**src/rtl/pipe_ctrl_chain_if.sv**
```systemverilog
// Bundle between the fetch side / hazard unit and the pipeline register chain:
// entry handshake, stage control requests, oldest-stage output and perf counters.
interface pipe_ctrl_chain_if #(
   parameter int WIDTH  = 32,
   parameter int STAGES = 4,
   parameter int CNT_W  = 16
);
   logic              in_valid;
   logic [WIDTH-1:0]  in_data;
   logic              in_ready;
   logic              freeze;
   logic              branch_taken;
   logic              hazard_stall;
   logic              out_valid;
   logic [WIDTH-1:0]  out_data;
   logic [STAGES-1:0] stage_valid;
   logic [CNT_W-1:0]  flush_cnt;
   logic [CNT_W-1:0]  bubble_cnt;

   modport master (
      output in_valid, in_data, freeze, branch_taken, hazard_stall,
      input  in_ready, out_valid, out_data, stage_valid, flush_cnt, bubble_cnt
   );

   modport slave (
      input  in_valid, in_data, freeze, branch_taken, hazard_stall,
      output in_ready, out_valid, out_data, stage_valid, flush_cnt, bubble_cnt
   );
endinterface

```
**src/rtl/pipe_ctrl_chain.sv**
```systemverilog
// Parametrised pipeline register chain with central freeze, branch flush,
// load-use bubble insertion and saturating flush/bubble counters.
module pipe_ctrl_chain #(
   parameter int WIDTH       = 32,
   parameter int STAGES      = 4,
   parameter int FLUSH_DEPTH = 2,
   parameter int HAZ_STAGE   = 1,
   parameter int CNT_W       = 16
) (
   input  logic             clk,
   input  logic             rst,
   pipe_ctrl_chain_if.slave bus
);

   generate
      if (WIDTH < 1) begin : g_bad_width
         $fatal(1, "pipe_ctrl_chain: WIDTH must be at least 1");
      end
      if (STAGES < 2) begin : g_bad_stages
         $fatal(1, "pipe_ctrl_chain: STAGES must be at least 2");
      end
      if (FLUSH_DEPTH < 1 || FLUSH_DEPTH > STAGES - 1) begin : g_bad_flush
         $fatal(1, "pipe_ctrl_chain: FLUSH_DEPTH must be in 1..STAGES-1");
      end
      if (HAZ_STAGE < 1 || HAZ_STAGE > STAGES - 1) begin : g_bad_haz
         $fatal(1, "pipe_ctrl_chain: HAZ_STAGE must be in 1..STAGES-1");
      end
      if (CNT_W < 1) begin : g_bad_cnt
         $fatal(1, "pipe_ctrl_chain: CNT_W must be at least 1");
      end
   endgenerate

   typedef enum logic [1:0] {
      MODE_ADVANCE,
      MODE_FLUSH,
      MODE_STALL,
      MODE_HOLD
   } mode_t;

   mode_t                          mode;
   logic [STAGES-1:0]              stage_vld;
   logic [STAGES-1:0]              nxt_vld;
   logic [STAGES-1:0][WIDTH-1:0]   stage_dat;
   logic [STAGES-1:0][WIDTH-1:0]   nxt_dat;
   logic [CNT_W-1:0]               flush_cnt_q;
   logic [CNT_W-1:0]               bubble_cnt_q;

   // Fixed priority: a freeze masks everything, a flush masks a stall.
   always_comb begin
      mode = MODE_ADVANCE;
      if (bus.freeze) begin
         mode = MODE_HOLD;
      end else if (bus.branch_taken) begin
         mode = MODE_FLUSH;
      end else if (bus.hazard_stall) begin
         mode = MODE_STALL;
      end
   end

   assign bus.in_ready = !rst && (mode == MODE_ADVANCE || mode == MODE_FLUSH);

   always_comb begin
      nxt_vld = stage_vld;
      nxt_dat = stage_dat;
      case (mode)
         MODE_ADVANCE, MODE_FLUSH: begin
            nxt_vld[0] = bus.in_valid;
            nxt_dat[0] = bus.in_valid ? bus.in_data : '0;
            for (int i = 1; i < STAGES; i++) begin
               nxt_vld[i] = stage_vld[i-1];
               nxt_dat[i] = stage_dat[i-1];
            end
            // The branch itself has already moved to FLUSH_DEPTH; only wrong-path entries die.
            if (mode == MODE_FLUSH) begin
               for (int i = 0; i < FLUSH_DEPTH; i++) begin
                  nxt_vld[i] = 1'b0;
                  nxt_dat[i] = '0;
               end
            end
         end
         MODE_STALL: begin
            for (int i = HAZ_STAGE + 1; i < STAGES; i++) begin
               nxt_vld[i] = stage_vld[i-1];
               nxt_dat[i] = stage_dat[i-1];
            end
            nxt_vld[HAZ_STAGE] = 1'b0;
            nxt_dat[HAZ_STAGE] = '0;
         end
         default: begin
         end
      endcase
   end

   always_ff @(posedge clk or posedge rst) begin
      if (rst) begin
         stage_vld    <= '0;
         stage_dat    <= '0;
         flush_cnt_q  <= '0;
         bubble_cnt_q <= '0;
      end else begin
         stage_vld <= nxt_vld;
         stage_dat <= nxt_dat;
         if (mode == MODE_FLUSH && flush_cnt_q != {CNT_W{1'b1}}) begin
            flush_cnt_q <= flush_cnt_q + 1'b1;
         end
         if (mode == MODE_STALL && bubble_cnt_q != {CNT_W{1'b1}}) begin
            bubble_cnt_q <= bubble_cnt_q + 1'b1;
         end
      end
   end

   assign bus.out_valid   = stage_vld[STAGES-1];
   assign bus.out_data    = stage_dat[STAGES-1];
   assign bus.stage_valid = stage_vld;
   assign bus.flush_cnt   = flush_cnt_q;
   assign bus.bubble_cnt  = bubble_cnt_q;

endmodule

```
**src/flat_wrapper.sv**
```systemverilog
// flat-port wrapper written by rule: the top's interface ports become plain ports
module pipe_ctrl_chain_flat 
#(
   parameter int WIDTH       = 32,
   parameter int STAGES      = 4,
   parameter int FLUSH_DEPTH = 2,
   parameter int HAZ_STAGE   = 1,
   parameter int CNT_W       = 16
)
  (clk, rst, bus_in_valid, bus_in_data, bus_freeze, bus_branch_taken, bus_hazard_stall, bus_in_ready, bus_out_valid, bus_out_data, bus_stage_valid, bus_flush_cnt, bus_bubble_cnt);
  pipe_ctrl_chain_if #(.WIDTH(WIDTH), .STAGES(STAGES), .CNT_W(CNT_W)) bus_i ();
  input  logic clk;
  input  logic rst;
  input wire logic [$bits(bus_i.in_valid)-1:0] bus_in_valid;
  input wire logic [$bits(bus_i.in_data)-1:0] bus_in_data;
  input wire logic [$bits(bus_i.freeze)-1:0] bus_freeze;
  input wire logic [$bits(bus_i.branch_taken)-1:0] bus_branch_taken;
  input wire logic [$bits(bus_i.hazard_stall)-1:0] bus_hazard_stall;
  output wire logic [$bits(bus_i.in_ready)-1:0] bus_in_ready;
  output wire logic [$bits(bus_i.out_valid)-1:0] bus_out_valid;
  output wire logic [$bits(bus_i.out_data)-1:0] bus_out_data;
  output wire logic [$bits(bus_i.stage_valid)-1:0] bus_stage_valid;
  output wire logic [$bits(bus_i.flush_cnt)-1:0] bus_flush_cnt;
  output wire logic [$bits(bus_i.bubble_cnt)-1:0] bus_bubble_cnt;
  assign bus_i.in_valid = bus_in_valid;
  assign bus_i.in_data = bus_in_data;
  assign bus_i.freeze = bus_freeze;
  assign bus_i.branch_taken = bus_branch_taken;
  assign bus_i.hazard_stall = bus_hazard_stall;
  assign bus_in_ready = bus_i.in_ready;
  assign bus_out_valid = bus_i.out_valid;
  assign bus_out_data = bus_i.out_data;
  assign bus_stage_valid = bus_i.stage_valid;
  assign bus_flush_cnt = bus_i.flush_cnt;
  assign bus_bubble_cnt = bus_i.bubble_cnt;
  pipe_ctrl_chain #(.WIDTH(WIDTH), .STAGES(STAGES), .FLUSH_DEPTH(FLUSH_DEPTH), .HAZ_STAGE(HAZ_STAGE), .CNT_W(CNT_W)) u_core (.clk(clk), .rst(rst), .bus(bus_i));
endmodule
```
**config.mk**
```make
export PLATFORM = sky130hd
export DESIGN_NAME = pipe_ctrl_chain_flat
export DESIGN_NICKNAME = d
export VERILOG_FILES = /design/src/rtl/pipe_ctrl_chain_if.sv /design/src/rtl/pipe_ctrl_chain.sv /design/src/flat_wrapper.sv
export SDC_FILE = /design/constraint.sdc
export NUM_CORES = 1
export LEC_CHECK = 0
export ABC_CLOCK_PERIOD_IN_PS = 7600
export CAP_MARGIN = 0
export CORE_MARGIN = 5
export CORE_UTILIZATION = 53
export CTS_CLUSTER_DIAMETER = 200
export CTS_CLUSTER_SIZE = 14
export DETAILED_ROUTE_END_ITERATION = 10
export GPL_ROUTABILITY_DRIVEN = 0
export PLACE_DENSITY = 0.8
export SYNTH_ARGS = -nofsm -noshare
export SYNTH_HDL_FRONTEND = slang
export SYNTH_SLANG_ARGS = --single-unit
```
**constraint.sdc**
```tcl
create_clock -name clk -period 7.6 [get_ports clk]
set_input_delay 1.9 -clock clk [delete_from_list [all_inputs] [get_ports clk]]
set_output_delay 1.9 -clock clk [all_outputs]
set_load 0.005 [all_outputs]
```
==> After elaboration in Yosys (flattened, before gate mapping) <==
Index checks and enable logic that the tools add are counted.
{ "op_classes": {"reduce_logical": 8, "addsub": 2, "n_eq_ne": 4, "n_mux": 8} }
{ "op_table": {"columns": ["operator", "n"], "rows": [
  ["96-bit one-hot mux with 2 select lines", 1],
  ["64-bit two-way mux", 1],
  ["16-bit by 1-bit adder with 16-bit output, second input constant", 2],
  ["32-bit two-way mux", 1],
  ["16-bit != test, second input constant", 2],
  ["2-bit two-way mux", 4],
  ["3-bit one-hot mux with 2 select lines", 1],
  ["1-bit logical AND", 3],
  ["2-bit by 1-bit == test with 1-bit output, second input constant", 1],
  ["2-bit == test, second input constant", 1],
  ["2-bit zero test", 1],
  ["2-bit nonzero test", 1],
  ["2-bit OR reduction", 1],
  ["1-bit zero test", 1],
  ["1-bit logical OR", 1]
]} }
{ "word_totals": {"inputBits": 38, "elab_cells": 30, "ff_bits": 164} }

==> Longest topological paths before layout <==
Gate-level depths: netlist of run 1.
{ "logic_depth": {"word_depth": 6, "ltp_mapped": 6} }

==> Worst setup path after synthesis of run 1 <==
Ideal clock, no wire load.
{ "synth_timing": {"kind": "input -> output", "startpoint": "in bus_freeze", "endpoint": "out bus_in_ready", "path_stages": 5, "arrival_time_ps": 2631, "path_buffers": 3, "t_required_ps": 5700, "setup_slack_ps": 3069, "cell_sequence": "buf_6 > a21o_1 > clkbuf_1 > clkbuf_1 > nor2_1"} }
{ "synth_between": {"elab_chain_len": 4, "word_cells_on_any_way": 5, "classes_between": "eq/ne (1); mux (1); reduce/logical (3)"} }
{ "synth_rtl": {"columns": ["element", "line_no", "source"], "rows": [
  ["from (decl)", "flat_wrapper.sv:16", "input wire logic [$bits(bus_i.freeze)-1:0] bus_freeze;"],
  ["2-bit two-way mux *", "pipe_ctrl_chain.sv:51", "if (bus.freeze) begin"],
  ["2-bit by 1-bit == test with 1-bit output / 2-bit zero test (equally long branches)", "pipe_ctrl_chain.sv:60", "assign bus.in_ready = !rst && (mode == MODE_ADVANCE || mode == MODE_FLUSH);"],
  ["1-bit logical OR *", "pipe_ctrl_chain.sv:60", null],
  ["1-bit logical AND *", "pipe_ctrl_chain.sv:60", null],
  ["to (decl)", "flat_wrapper.sv:19", "output wire logic [$bits(bus_i.in_ready)-1:0] bus_in_ready;"]
]} }
Every way passes the cells marked *; elsewhere a longest branch is shown, timed or not.

==> Worst setup path in the final report of run 1 <==
{ "layout_timing": {"startpoint": "in bus_branch_taken", "endpoint": "out bus_in_ready"} }
{ "layout_between": {"elab_chain_len": 5, "word_cells_on_any_way": 6, "classes_between": "eq/ne (1); mux (2); reduce/logical (3)"} }
{ "layout_rtl": {"columns": ["element", "line_no", "source"], "rows": [
  ["from (decl)", "flat_wrapper.sv:17", "input wire logic [$bits(bus_i.branch_taken)-1:0] bus_branch_taken;"],
  ["2-bit two-way mux *", "pipe_ctrl_chain.sv:53", "end else if (bus.branch_taken) begin"],
  ["2-bit two-way mux *", "pipe_ctrl_chain.sv:51", null],
  ["2-bit by 1-bit == test with 1-bit output / 2-bit zero test (equally long branches)", "pipe_ctrl_chain.sv:60", null],
  ["1-bit logical OR *", "pipe_ctrl_chain.sv:60", null],
  ["1-bit logical AND *", "pipe_ctrl_chain.sv:60", null]
]} }
Marks and branches as above.

==> results of run 1 <==
power by group:
group          internal (mW)  leakage, nW  switching, mW  total [mW]
Clock                  0.538        0.288          0.338       0.877
Sequential             0.925         2.25         0.0572       0.982
Combinational          0.128         1.32          0.100       0.228
worst reg2reg max path, stage by stage, from the launching register on:
cell	delay [ns]
dfrtp_1	0.42
ha_1	0.27
and4_1	0.21
and4bb_1	0.30
nor3_2	0.21
mux2_1	0.34
cells by family (layout without fill, tap and decap cells):
family,after synthesis,after routing,synth area share
compound gates,76,76,0.0977
xor+xnor,25,25,0.0330
fa+ha+maj,2,2,0.00377
buf+inv,65,149,0.0599
flops,164,164,0.618
mux,70,70,0.119
simple gates,74,74,0.0695
layout make-up:
cell class / instances / area, um2
clock inverters: 10 / 148
fillers: 918 / 4260
multi-input cells: 247 / 2150
clock buffers: 22 / 464
repair buffers: 112 / 1110
flip-flops and latches: 164 / 4100
well taps: 172 / 215
inverters: 5 / 23.8
cells in the final DEF (no fill, tap or decap), types with 3 or more instances in the layout:
cell type and count:
dfrtp_1 164, clkdlybuf4s50_1 106, mux2_2 67, a22o_1 65
clkbuf_16 17, nand2_1 15, xnor2_1 14, nand4_1 11
xor2_1 11, nand3_1 8, nor2_1 8, buf_4 6
and4_1 4, nor3_1 4, nor4_1 4, mux2_1 3
a21oi_1 3, inv_1 3, inv_6 3, and3_1 3
clkbuf_1 3, clkinvlp_4 3, bufinv_16 3
routing by layer:
| metal | track usage | wire length [um] | vias up |
|---|---|---|---|
| li1 | - | - | 1838 |
| met1 | 0.257 | 5880 | 2024 |
| met2 | 0.280 | 6150 | 135 |
| met3 | 0.0590 | 816 | 14 |
| met4 | 0.0539 | 120 | 0 |
| met5 | 0 | 0 | - |
stage by stage:
step	power [mW]	instances	area [um2]
final	2.09	732	8210
after global routing	2.17	732	8210
after CTS	2.10	732	8210
after detailed placement	1.23	700	7600
after global placement	1.22	700	7600
after floorplan	1.10	476	6650
path summary, 6_finish.rpt:
kind	from	to	slack, ns	depth (start not counted)
max	bus_branch_taken	bus_in_ready	2.30	5
min	u_core.stage_dat[30]	u_core.stage_dat[62]	0.49	1
max reg2reg	u_core.bus.flush_cnt[0]	u_core.bus.flush_cnt[1]	5.74	5
min reg2reg	u_core.stage_dat[30]	u_core.stage_dat[62]	0.49	1
max in group asynchronous	rst	u_core.bus.out_data[7]	4.14	3
min in group asynchronous	rst	u_core.bus.bubble_cnt[1]	2.05	2
registers in the layout, summed over array words and instances (netlist names):
| name | cells |
|---|---|
| u_core.stage_dat | 96 |
| u_core.bus.out_data | 32 |
| u_core.bus.bubble_cnt | 16 |
| u_core.bus.flush_cnt | 16 |
| u_core.bus.stage_valid | 4 |
==> impl_metrics.toml, run 1 <==
[layout]
nets = 587
syn_to_final_growth_pct = 23.6
drive_above_1_share = 0.200
final_core_util = 0.659
n_antenna_cell = 0

[clock_network]
cts_tree = "done"
worstSkewPairLatency_ns = 0.41
clock-root-buffer = "clkbuf_16"
numCtsBuffers = 17
clk_pin_slew_ns = 0.06
cts_resized = 0
cts_hold_buf = 0
clockBufferDepth = 2
cts_sinks = 164
postCtsSetupRepairBufs = 0
htreeDepth = 4

[synthesis]
yosysWarningCount = 0
syn_nets = 516
syn-cell-area_um2 = 6650
synthTopCellsByArea = "dfrtp_1 (62%), mux2_2 (11%), a22o_1 (8.6%)"
synth_edf_count = 0
synthDistinctLibCells = 43
yosysSeqAreaShare = 0.618
synth_area_leader_cell = "dfrtp_1"
synth-seq-cells = 164
synthTopCellsByCount = "dfrtp_1 (164), mux2_2 (67), a22o_1 (65)"
syn_inst = 476
async_flop_share = 1.00
synth_most_common_cell = "dfrtp_1"
synth_top_area_share = 0.618
avgSynthCellArea_um2 = 14.0
synth-main-ff-cell = "dfrtp_1"

[power]
vdd_ir_drop_max_uv = 158
power_density_nw_per_um2 = 254
leakagePower_nw = 3.85

[worst_setup_path]
cp_common_cell = "clkdlybuf4s50_1"
worstPathRequired_ns = 5.70
max_stage_delay_ns = 0.63
critPathKind = "input pin to output pin"
path_max_fanout = 6
cp-end-kind = "output pin"
path_cells = "clkdlybuf4s50_1 > inv_2 > a21o_1 > nor2_1 > clkdlybuf4s50_1"
cp_slowest_cell = "clkdlybuf4s50_1"
critPathBufInv = 3
critical_path_arrival_ns = 3.40
critical_path.top_delay_family = "buffers and inverters"
critPathLaunchType = "input pin"

[outcome]
status = "completed"

[placement]
dpl.hpwl_um = 8320
dp_slack_ns = 2.28
port_buffers = 107

[global_route]
first_global_vias = 4116
grt_usage = 0.184
grt-ovfl-total = 0
grt_max_degree = 95
grt_pass1_wl_um = 21500
antenna_found_initial = 0

[die]
dieArea_um2 = 14900
core_um2 = 12500
die-width_um = 122
initial_core_util = 0.533
std_cell_rows = 41
num_io_pins = 108
dieHeight_um = 122

[timing]
maxSlewViolCount = 0
setup_slack_ns = 2.30
setup_viol = 0
clock.fmax_ghz = 0.189
timing.final.crit_share = 0.698
relSlewSlack = 0.420
setup_tns_ns = 0
worstMarginPinSlew_ns = 0.871
final-hold-violation-count = 0
fin_worst_skew_ns = 0.00980
holdWs_ns = 0.492
rsz0062_at_grt = "no"
min_period_ns = 5.30

[detailed_routing]
drt_first_pass_iters = 5
route.detailed.drc = 0
drt_wl_total_um = 13000
vias = 4011
ant_nets = 0
viasPerCell = 5.48
wl_per_cell_um = 17.7
drt-initial-drc-count = 268

[job]
max_cap_viol_count = 0

[min_path]
hp-class = "register to register"
Note: power is estimated with default switching activity, not from simulation.
==> inputs of run 2 (changes only) <==
--- a/config.mk
+++ b/config.mk
@@ -5,7 +5,7 @@
 export SDC_FILE = /design/constraint.sdc
 export NUM_CORES = 1
 export LEC_CHECK = 0
-export ABC_CLOCK_PERIOD_IN_PS = 7600
+export ABC_CLOCK_PERIOD_IN_PS = 5100
 export CAP_MARGIN = 0
 export CORE_MARGIN = 5
 export CORE_UTILIZATION = 53
==> constraint.sdc (replaced) <==
create_clock -name clk -period 5.1 [get_ports clk]
set_input_delay 1.275 -clock clk [delete_from_list [all_inputs] [get_ports clk]]
set_output_delay 1.275 -clock clk [all_outputs]
set_load 0.005 [all_outputs]
==> impl_metrics.toml, run 2 (synthesis gave the netlist of run 1 again) <==
[detailed_routing]
dr_wl_met2_um = 6190
drt-initial-drc-count = 231
vias = 4017
drt_wl_total_um = 13000
met1Wirelength_um = 5800
routed.top_layer = "met4"
dr_wl_met3_um = 745
wl_per_cell_um = 17.8
viasPerCell = 5.47
ant_nets = 0
drt_first_pass_iters = 4
route.detailed.drc = 0

[layout]
final_cell_mix = "dfrtp_1 (164), clkdlybuf4s50_1 (106), mux2_2 (67), a22o_1 (65), clkbuf_16 (17)"
final_cell_area_um2 = 8210
final_cells = 734
largest_reg_flops = 96
final_common_cell = "dfrtp_1"
max_flop_register = "u_core.stage_dat"
syn_to_final_growth_pct = 23.6
nets = 589
n_antenna_cell = 0
fillers = 896
drive_above_1_share = 0.206

[placement]
place_inst = 702
dp_slack_ns = 0.990
place_area_um2 = 7610
dpl.hpwl_um = 8580
port_buffers = 107

[die]
dieArea_um2 = 14900
std_cell_rows = 41
dieHeight_um = 122
initial_core_util = 0.533
num_io_pins = 108
core_um2 = 12500
die-width_um = 122

[worst_setup_path]
critical_path_arrival_ns = 2.83
critPathLaunchType = "input pin"
path_max_fanout = 6
worstPathRequired_ns = 3.83
critPathKind = "input pin to output pin"
cp-end-kind = "output pin"

[timing]
min_period_ns = 4.11
relSlewSlack = 0.488
rsz0062_at_grt = "no"
final-hold-violation-count = 0
clock.fmax_ghz = 0.243
timing.final.crit_share = 0.805
fin_worst_skew_ns = 0.00556
worstMarginPinSlew_ns = 0.766
maxSlewViolCount = 0
setup_viol = 0
setup_slack_ns = 0.993
setup_tns_ns = 0

[global_route]
grt_max_degree = 61
grt_pass1_wl_um = 21600
first_global_vias = 4331
grt_usage = 0.186
grt-ovfl-total = 0
antenna_found_initial = 0

[min_path]
hp-class = "register to register"

[clock_network]
clockBufferDepth = 2
cts_tree = "done"
cts_hold_buf = 0
postCtsSetupRepairBufs = 0
cts_resized = 0
numCtsBuffers = 17
clk_pin_slew_ns = 0.06
worstSkewPairLatency_ns = 0.42
cts_sinks = 164
clock-root-buffer = "clkbuf_16"
htreeDepth = 4

[power]
vdd_ir_drop_max_uv = 311
leakagePower_nw = 3.86
power_density_nw_per_um2 = 375
finalPower_mw = 3.08

[job]
max_cap_viol_count = 0

[outcome]
status = "completed"
-- run 2: cell types whose count changed in the layout (fill, tap and decap cells not counted), sizes merged --
cell | previous run | this run
bufinv | 3 | 2
clkinv | 2 | 5
inv | 7 | 4
clkbuf | 22 | 23
buf | 6 | 8
-- run 2: path summary, 6_finish.rpt --
| check | cells after the start | slack (ns) | endpoint | start |
|---|---|---|---|---|
| max | 5 | 0.99 | bus_in_ready | bus_branch_taken |
| min | 1 | 0.49 | u_core.stage_dat[48] | u_core.stage_dat[16] |
| max reg2reg | 5 | 3.21 | u_core.bus.flush_cnt[1] | u_core.bus.flush_cnt[0] |
| min reg2reg | 1 | 0.49 | u_core.stage_dat[48] | u_core.stage_dat[16] |
| max in group asynchronous | 3 | 2.65 | u_core.bus.out_data[24] | rst |
| min in group asynchronous | 2 | 1.40 | u_core.bus.out_data[4] | rst |
-- run 2: layer usage --
metal  vias to the layer above  GRT usage
li1                       1840          -
met1                      2049      0.240
met2                       105      0.292
met3                        23     0.0613
met4                         0     0.0777
met5                         -          0
-- run 2: area by class of cell --
| class | count | area, um2 | share of cell area |
|---|---|---|---|
| sequential | 164 | 4100 | 0.500 |
| tap | 172 | 215 | 0.0262 |
| clock inverter | 9 | 100 | 0.0122 |
| clock buffer | 23 | 498 | 0.0607 |
| inverter | 5 | 22.5 | 0.00274 |
| timing repair buffer | 114 | 1120 | 0.137 |
| multi-input combinational | 247 | 2150 | 0.262 |
-- run 2: metrics by stage --
step	utilization	hold WS (ns)
after floorplan	-	0.463
after global placement	0.611	0.477
after detailed placement	0.611	0.477
after CTS	0.659	0.495
after global routing	0.659	0.512
final	0.659	0.494
-- run 2: where the power goes --
group,internal [mW],total [mW],switching (mW)
sequential,1.38,1.46,0.0853
clock,0.781,1.27,0.489
combinational,0.193,0.344,0.151
-- run 2: worst max-delay path, stage by stage --
cell	delay (ns)
clkdlybuf4s50_1	0.62
inv_2	0.08
a21o_1	0.17
nor2_1	0.15
clkdlybuf4s50_1	0.54
